`config.mk`:
```
export PLATFORM = sky130hd
export DESIGN_NAME = encrypt
export DESIGN_NICKNAME = d
export VERILOG_FILES = /design/src/rtl/encrypt_pkg.sv /design/src/rtl/encrypt_round.sv /design/src/rtl/encrypt.sv
export SDC_FILE = /design/constraint.sdc
export NUM_CORES = 1
export LEC_CHECK = 0
export CORE_MARGIN = 4
export CORE_UTILIZATION = 40
export DETAILED_ROUTE_END_ITERATION = 8
export PLACE_DENSITY_LB_ADDON = 0.12
export REMOVE_ABC_BUFFERS = 1
export SKIP_LAST_GASP = 1
export SYNTH_ARGS = -nofsm -noshare
export SYNTH_HDL_FRONTEND = slang
export SYNTH_SLANG_ARGS = --single-unit
```
`constraint.sdc`:
```
create_clock -name clk -period 6.3 [get_ports clk]
set_input_delay 1.26 -clock clk [delete_from_list [all_inputs] [get_ports clk]]
set_output_delay 1.26 -clock clk [all_outputs]
set_load 0.01 [all_outputs]
```
`src/rtl/encrypt_pkg.sv`:
```
// Shared tables and helpers for the encrypt pipeline: nibble S-boxes, rotates,
// round-constant rule and the forward/backward key-schedule steps.
package encrypt_pkg;

    localparam int ROUNDS_DEF = 4;
    localparam int ROUNDS_MIN = 1;
    localparam int ROUNDS_MAX = 8;

    localparam logic [3:0] SBOX [16] = '{
        4'hC, 4'h5, 4'h6, 4'hB, 4'h9, 4'h0, 4'hA, 4'hD,
        4'h3, 4'hE, 4'hF, 4'h8, 4'h4, 4'h7, 4'h1, 4'h2
    };

    localparam logic [3:0] INV_SBOX [16] = '{
        4'h5, 4'hE, 4'hF, 4'h8, 4'hC, 4'h1, 4'h2, 4'hD,
        4'hB, 4'h4, 4'h6, 4'h3, 4'h0, 4'h7, 4'h9, 4'hA
    };

    function automatic logic [7:0] sub_byte(input logic [7:0] x);
        return {SBOX[x[7:4]], SBOX[x[3:0]]};
    endfunction

    function automatic logic [7:0] inv_sub_byte(input logic [7:0] x);
        return {INV_SBOX[x[7:4]], INV_SBOX[x[3:0]]};
    endfunction

    function automatic logic [7:0] rotl1(input logic [7:0] x);
        return {x[6:0], x[7]};
    endfunction

    function automatic logic [7:0] rotr1(input logic [7:0] x);
        return {x[0], x[7:1]};
    endfunction

    function automatic logic [7:0] rotl3(input logic [7:0] x);
        return {x[4:0], x[7:5]};
    endfunction

    function automatic logic [7:0] rotr3(input logic [7:0] x);
        return {x[2:0], x[7:3]};
    endfunction

    // Round constant mixed into the key when stepping from k(i) to k(i+1).
    function automatic logic [7:0] rcon(input int i);
        return 8'(i + 1);
    endfunction

    function automatic logic [7:0] key_next(input logic [7:0] k, input int i);
        return rotl1(k) ^ rcon(i);
    endfunction

    // Inverse of key_next: recovers k(i) from k(i+1).
    function automatic logic [7:0] key_prev(input logic [7:0] k, input int i);
        return rotr1(k ^ rcon(i));
    endfunction

    function automatic logic [7:0] key_at(input logic [7:0] k0, input int n);
        logic [7:0] k;
        k = k0;
        for (int i = 0; i < n; i++) begin
            k = key_next(k, i);
        end
        return k;
    endfunction

endpackage

```
`src/rtl/encrypt_round.sv`:
```
// One registered cipher round: data, its key and valid in; next-stage data,
// next-stage key and valid out. Decrypt path present with ENCRYPT_DECRYPT_EN.
module encrypt_round
    import encrypt_pkg::*;
#(
    parameter int IDX     = 0,
`ifdef ENCRYPT_DECRYPT_EN
    parameter int DEC_IDX = 0,
`endif
    parameter bit LAST    = 1'b0
) (
    input  logic       clk,
    input  logic       rst_n,
    input  logic       vld_i,
    input  logic [7:0] data_i,
    input  logic [7:0] key_i,
`ifdef ENCRYPT_DECRYPT_EN
    input  logic       mode_i,
    output logic       mode_o,
`endif
    output logic       vld_o,
    output logic [7:0] data_o,
    output logic [7:0] key_o
);

    logic [7:0] data_d;
    logic [7:0] key_d;
    logic [7:0] data_q;
    logic [7:0] key_q;
    logic       vld_q;
    logic [7:0] s_nxt;
    logic [7:0] k_nxt;

    // Both directions consume the incoming key before the nonlinear step, so the
    // last stage only adds the whitening XOR with the key it just produced.
    always_comb begin
        s_nxt = rotl3(sub_byte(data_i ^ key_i));
        k_nxt = key_next(key_i, IDX);
`ifdef ENCRYPT_DECRYPT_EN
        if (mode_i) begin
            s_nxt = inv_sub_byte(rotr3(data_i ^ key_i));
            k_nxt = key_prev(key_i, DEC_IDX);
        end
`endif
        data_d = LAST ? (s_nxt ^ k_nxt) : s_nxt;
        key_d  = k_nxt;
    end

    always_ff @(posedge clk or negedge rst_n) begin
        if (!rst_n) begin
            vld_q <= 1'b0;
        end else begin
            vld_q <= vld_i;
        end
    end

    always_ff @(posedge clk) begin
        if (vld_i) begin
            key_q <= key_d;
        end
    end

`ifdef ENCRYPT_DECRYPT_EN
    logic mode_q;
    always_ff @(posedge clk) begin
        if (vld_i) begin
            mode_q <= mode_i;
        end
    end
    assign mode_o = mode_q;
`endif

    // Only the final stage is the visible result, so only it is cleared.
    if (LAST) begin : g_last
        always_ff @(posedge clk or negedge rst_n) begin
            if (!rst_n) begin
                data_q <= 8'h00;
            end else if (vld_i) begin
                data_q <= data_d;
            end
        end
    end else begin : g_mid
        always_ff @(posedge clk) begin
            if (vld_i) begin
                data_q <= data_d;
            end
        end
    end

    assign vld_o  = vld_q;
    assign data_o = data_q;
    assign key_o  = key_q;

endmodule

```
`src/rtl/encrypt.sv`:
```
// Fully unrolled byte cipher: one input register then ROUNDS encrypt_round stages.
// Optional decrypt mode enabled by defining ENCRYPT_DECRYPT_EN.
module encrypt
    import encrypt_pkg::*;
#(
    parameter int ROUNDS = ROUNDS_DEF
) (
    input  logic       clk,
    input  logic       rst_n,
    input  logic       in_valid,
    input  logic [7:0] key,
`ifdef ENCRYPT_DECRYPT_EN
    input  logic       mode,
`endif
    input  logic [7:0] inp,
    output logic [7:0] out,
    output logic       out_valid
);

    if (ROUNDS < ROUNDS_MIN || ROUNDS > ROUNDS_MAX) begin : g_bad_rounds
        $error("encrypt: ROUNDS out of range 1..8");
    end

    logic       stg_vld  [0:ROUNDS];
    logic [7:0] stg_data [0:ROUNDS];
    logic [7:0] stg_key  [0:ROUNDS];

    logic       vld_q;
    logic [7:0] data_q;
    logic [7:0] key_q;
    logic [7:0] key_d;

`ifdef ENCRYPT_DECRYPT_EN
    logic stg_mode [0:ROUNDS];
    logic mode_q;

    // Decrypt walks the schedule backwards, so it starts from k(ROUNDS).
    always_comb begin
        key_d = mode ? key_at(key, ROUNDS) : key;
    end

    always_ff @(posedge clk) begin
        if (in_valid) begin
            mode_q <= mode;
        end
    end
    assign stg_mode[0] = mode_q;
`else
    always_comb begin
        key_d = key;
    end
`endif

    always_ff @(posedge clk or negedge rst_n) begin
        if (!rst_n) begin
            vld_q <= 1'b0;
        end else begin
            vld_q <= in_valid;
        end
    end

    always_ff @(posedge clk) begin
        if (in_valid) begin
            data_q <= inp;
            key_q  <= key_d;
        end
    end

    assign stg_vld[0]  = vld_q;
    assign stg_data[0] = data_q;
    assign stg_key[0]  = key_q;

    for (genvar g = 0; g < ROUNDS; g++) begin : g_round
        encrypt_round #(
            .IDX     (g),
`ifdef ENCRYPT_DECRYPT_EN
            .DEC_IDX (ROUNDS - 1 - g),
`endif
            .LAST    (g == ROUNDS - 1)
        ) u_round (
            .clk    (clk),
            .rst_n  (rst_n),
            .vld_i  (stg_vld[g]),
            .data_i (stg_data[g]),
            .key_i  (stg_key[g]),
`ifdef ENCRYPT_DECRYPT_EN
            .mode_i (stg_mode[g]),
            .mode_o (stg_mode[g+1]),
`endif
            .vld_o  (stg_vld[g+1]),
            .data_o (stg_data[g+1]),
            .key_o  (stg_key[g+1])
        );
    end

    assign out       = stg_data[ROUNDS];
    assign out_valid = stg_vld[ROUNDS];

endmodule

```
==> Word-level counts from Yosys, hierarchy flattened <==
Memory sizes are Yosys's and may differ from the RTL's. A register that Yosys moved wholly into a read port is not among the register bits.
Cells that the tools add are included.
{ "op_classes": {"n_lt_le_gt_ge": 2, "muxes": 4, "bitwise_logic": 17} }
{ "op_table": {"columns": ["operator", "n"], "rows": [
  ["inverter 4 -> 5 bit", 8],
  ["XOR 8 bit", 5],
  ["two-way mux 4 bit", 4],
  ["greater-or-equal comparator 5 bit (second input constant)", 2],
  ["inverter 1 bit", 3],
  ["inverter 2 bit", 1]
]} }
{ "word_totals": {"reg_bits": 53, "romBits": 512, "input_bits": 19, "out_inout_bits": 9, "wordCells": 42, "mem_count": 8} }
{ "memory_table": {"columns": ["name", "depth", "width", "rd", "rd_ports_with_merged_regs", "wr", "line", "rtl"], "rows": [
  ["(name not given)", 16, 4, 1, 1, 0, "encrypt_pkg.sv:20", "return {SBOX[x[7:4]], SBOX[x[3:0]]};"],
  ["(name not given)", 16, 4, 1, 1, 0, "encrypt_pkg.sv:20", null],
  ["(name not given)", 16, 4, 1, 1, 0, "encrypt_pkg.sv:20", null],
  ["(name not given)", 16, 4, 1, 1, 0, "encrypt_pkg.sv:20", null],
  ["(name not given)", 16, 4, 1, 0, 0, "encrypt_pkg.sv:20", null],
  ["(name not given)", 16, 4, 1, 1, 0, "encrypt_pkg.sv:20", null],
  ["2 more memories", null, null, null, null, null, null, null]
]} }

==> Logic depth before layout (Yosys ltp) <==
{ "logic_depth": {"ltp_word": 6, "mapped_depth": 7, "ltp_nobuf": 7} }

==> Cells and area by module <==
Synthesis repeated with hierarchy kept, for this count alone.
{ "unflattened": {"cells_unflattened": 291, "hier_area_um2": 4464.3} }
{ "modules_own_cells": {"columns": ["mod", "instances", "cells_each", "area_each_um2", "seq_area_each_um2"], "rows": [
  ["encrypt_round (g_round[3].u_round)", 1, 93, 1134.8, 465.4],
  ["encrypt_round (g_round[2].u_round)", 1, 61, 950.9, 505.5],
  ["encrypt_round (g_round[0].u_round)", 1, 60, 938.4, 505.5],
  ["encrypt_round (g_round[1].u_round)", 1, 60, 934.6, 505.5],
  ["encrypt", 1, 17, 505.5, 505.5]
]} }

==> Worst setup path after synthesis <==
No wires, ideal clock.
{ "synth_timing": {"path_kind": "register to register", "start": "register g_round[2].u_round.key_q[1]", "end": "register g_round[3].u_round.data_q[5]", "setup_ps": 125, "t_arrival_ps": 1891, "required_ps": 6175, "path_slack_ps": 4284, "path_stages_with_launch": 7, "n_path_buf": 0, "period_less_slack_ps": 2016, "path_cell_list": "edfxtp_1 > xnor2_1 > inv_1 > ha_1 > mux4_2 > xnor2_1 > mux2_2"} }
{ "synth_between": {"elab_chain_cells": 6} }
{ "synth_lines": {"columns": ["element", "line", "rtl"], "rows": [
  ["start: declaration", "encrypt_round.sv:29", "logic [7:0] key_q;"],
  ["start signal: assignment", "encrypt_round.sv:59", "key_q <= key_d;"],
  ["XOR 8 bit", "encrypt_round.sv:37", "s_nxt = rotl3(sub_byte(data_i ^ key_i));"],
  ["inverter 4 -> 5 bit (implied by the code)", "encrypt_pkg.sv:20", null],
  ["memory (16 x 4 bit)", null, null],
  ["two-way mux 4 bit (implied by the code) (2 in series)", "encrypt_pkg.sv:20", null],
  ["XOR 8 bit", "encrypt_round.sv:45", "data_d = LAST ? (s_nxt ^ k_nxt) : s_nxt;"],
  ["end signal: assignment", "encrypt_round.sv:79", "data_q <= data_d;"],
  ["end: declaration", "encrypt_round.sv:28", "logic [7:0] data_q;"]
]} }
Every way passes these cells. The select of a mux whose other input is x is not followed.
A chain may end at the register's enable or synchronous reset.

==> Worst setup path after layout <==
{ "layout_timing": {"start": "register g_round[3].u_round.data_q[2]", "end": "output out[2]"} }
{ "layout_lines": {"columns": ["element", "line", "rtl"], "rows": [
  ["end: declaration", "encrypt.sv:16", "output logic [7:0] out,"]
]} }
No word-level cell between the ends.

==> impl_metrics.json <==
{
  "yosys.area.top_type": "edfxtp_1",
  "cap_violations": 0,
  "fp-row-count": 36,
  "skew_ps": 6.887,
  "syn_to_final_growth_pct": 16.80,
  "ir_drop_v": 0.0001551,
  "fin_setup_tns_ps": 0,
  "htreeDepth": 3,
  "ys_types": 37,
  "antenna_found_initial": 0,
  "async_flop_share": 0.1688,
  "wl_um": 5886,
  "start_util": 0.4100,
  "critPathMaxFanout": 2,
  "drcViolationCount": 0,
  "ant_nets": 0,
  "rsz0062_at_grt": "false",
  "ys_ff_latch": 77,
  "synth_ff_type": "edfxtp_1",
  "worstSetupPathType": "reg2out",
  "yosysSeqAreaShare": 0.5607,
  "p_leak_nw": 1.831,
  "relSlewSlack": 0.5211,
  "core_area_mm2": 0.009774,
  "numCtsBuffers": 9,
  "synth_edf_count": 64,
  "grt_pass1_vias": 2248,
  "numClockSinks": 77,
  "grt_use_total": 0.1123,
  "first_pass_iters": 4,
  "timing.rr.start": "g_round[2].u_round.key_o[1]$_DFFE_PP_",
  "cts_tree": "built",
  "die_area_mm2": 0.01168,
  "cts_setup_buffers": 0,
  "gp_congestion": 0.8025,
  "cts_root_buffer": "clkbuf_8",
  "gr-total-overflow": 0,
  "r2r_slack_ps": 4140,
  "wl_per_cell_um": 12.44,
  "crit_required_ps": 5040,
  "grt_pass1_wl_um": 10120,
  "period_share": 0.3959,
  "num_antenna_cells": 0,
  "cellPowerDensity_mw_per_mm2": 412.7,
  "slowest_delay_ps": 540,
  "final_net_count": 378,
  "setup_viol": 0,
  "cp.depth": 1,
  "worst_pin_slew_ps": 713.2,
  "io-pin-count": 28,
  "dr.first_iter.drc_count": 59,
  "synth_top_area_share": 0.4796,
  "placed_cells": 457,
  "reg2regPathDepth": 6,
  "critPathTopFamily": "buffers and inverters",
  "rr_endpoint": "g_round[3].u_round.data_o[5]$_DFFE_PN0P_",
  "cp-startpoint": "g_round[3].u_round.data_o[2]$_DFFE_PN0P_",
  "hpwlAfterDp_um": 4659,
  "path_buf_inv": 1,
  "cts_buffer_depth": 2,
  "clk_pin_slew_ps": 90,
  "status": "finished clean",
  "cp-start-kind": "flip-flop",
  "grt_max_degree": 18,
  "vias": 2266,
  "avgSynthCellArea_um2": 13.45,
  "die_w_um": 108.1,
  "io_buffers": 27,
  "clock_latency_ps": 340,
  "fmax_ghz": 0.4009,
  "stdcell_count": 473,
  "crit_end": "out[2]",
  "cts_hold_buf": 0,
  "worstPathArrival_ps": 1230,
  "via_per_inst": 4.791,
  "post-route-min-period_ps": 2494,
  "cts_resized": 0,
  "drive_gt1_frac": 0.1088,
  "final_hold_viol_count": 0,
  "syn-instance-count": 298,
  "path_cells": "clkdlybuf4s50_1",
  "critPathSlowestCell": "clkdlybuf4s50_1",
  "synth_common_cells": "edfxtp_1 (64), inv_1 (30), ha_1 (24), xor2_1 (24), a21oi_1 (19)",
  "hold_path.class": "reg2reg",
  "critPathCaptureType": "output pin",
  "synth.area.top_cells": "edfxtp_1 (48%), dfrtp_1 (8.1%), ha_1 (7.5%)",
  "syn_area_mm2": 0.004008,
  "ys.warnings.count": 0,
  "die_height_um": 108.1,
  "synth_most_common_cell": "edfxtp_1",
  "slew_violations": 0
}
## cell families after synthesis
family | share of synthesized area
simple gates | 0.04714
buf+inv | 0.02997
flops | 0.5607
mux | 0.09835
fa+ha+maj | 0.07493
xor+xnor | 0.1149
compound gates | 0.07399
## worst min path at each step
stage	startpoint	endpoint	cells after the start
global route	key_q[3]$_DFFE_PP_	g_round[0].u_round.key_o[4]$_DFFE_PP_	0
floorplan	key_q[0]$_DFFE_PP_	g_round[0].u_round.key_o[1]$_DFFE_PP_	0
CTS	g_round[0].u_round.key_o[7]$_DFFE_PP_	g_round[1].u_round.key_o[0]$_DFFE_PP_	0
detailed placement	g_round[0].u_round.key_o[4]$_DFFE_PP_	g_round[1].u_round.key_o[5]$_DFFE_PP_	0
global placement	g_round[1].u_round.key_o[3]$_DFFE_PP_	g_round[2].u_round.key_o[4]$_DFFE_PP_	0
finish	key_q[5]$_DFFE_PP_	g_round[0].u_round.key_o[6]$_DFFE_PP_	0
## power breakdown
group | switching (W) | internal, W
Sequential | 0.0000699 | 0.000686
Combinational | 0.000370 | 0.000379
Clock | 0.000193 | 0.000234
## cells in the final DEF (no fill, tap or decap), types with 2 or more instances in the layout
master           Yosys  layout
nor2_1              16      16
xor2_1              24      24
o211ai_1             6       6
dfrtp_1             13      13
clkbuf_8             0       9
a21oi_1             19      19
xnor2_1             18      18
edfxtp_1            64      64
clkdlybuf4s50_1      0      27
mux2i_1              9       9
nand3_1              7       7
nor2b_1              3       3
xnor2_2              3       3
nand2_1             15      15
mux2_2               3       3
inv_1               30      30
mux4_2               9       9
ha_1                24      24
inv_8                0       2
o221ai_1             2       2
bufinv_16            0       2
o21ai_0             13      13
mux2_4               2       2
## flip-flops by register name, summed over array words and instances (netlist names)
register                flops
g_round.u_round.data_o     32
g_round.u_round.key_o      24
data_q                      8
key_q                       8
g_round.u_round.vld_o       4
vld_q                       1
## metrics by stage
step	worst slack [ps]	power [W]	util	instance area [µm²]	hold WS, ps
floorplan	4284	0.001326	-	4004	447.6
global placement	3749	0.001508	0.4543	4441	456.0
detailed placement	3727	0.001526	0.4543	4441	458.1
CTS	3776	0.001961	0.4789	4681	482.8
global route	3743	0.002085	0.4789	4681	492.5
finish	3806	0.001932	0.4789	4681	478.6
## routing by layer
layer  wire (µm)  share of wire  up-vias  GRT usage
li1            -              -     1157          -
met2        3221           0.55       52     0.2136
met3         297          0.050        8    0.03881
met1        2255           0.38     1049     0.1131
met4         111          0.019        0    0.03877
met5           0              0        -          0
## final cells by class
type	count	area, µm²
Timing Repair Buffer	27	270.3
Clock buffer	9	123.9
Tap cell	133	166.4
Sequential cell	77	2247
Multi-Input combinational cell	189	1640
Inverter	31	116.4
Fill cell	872	5094
Clock inverter	7	116.4
No activity file was read; power rests on OpenSTA's default activity.
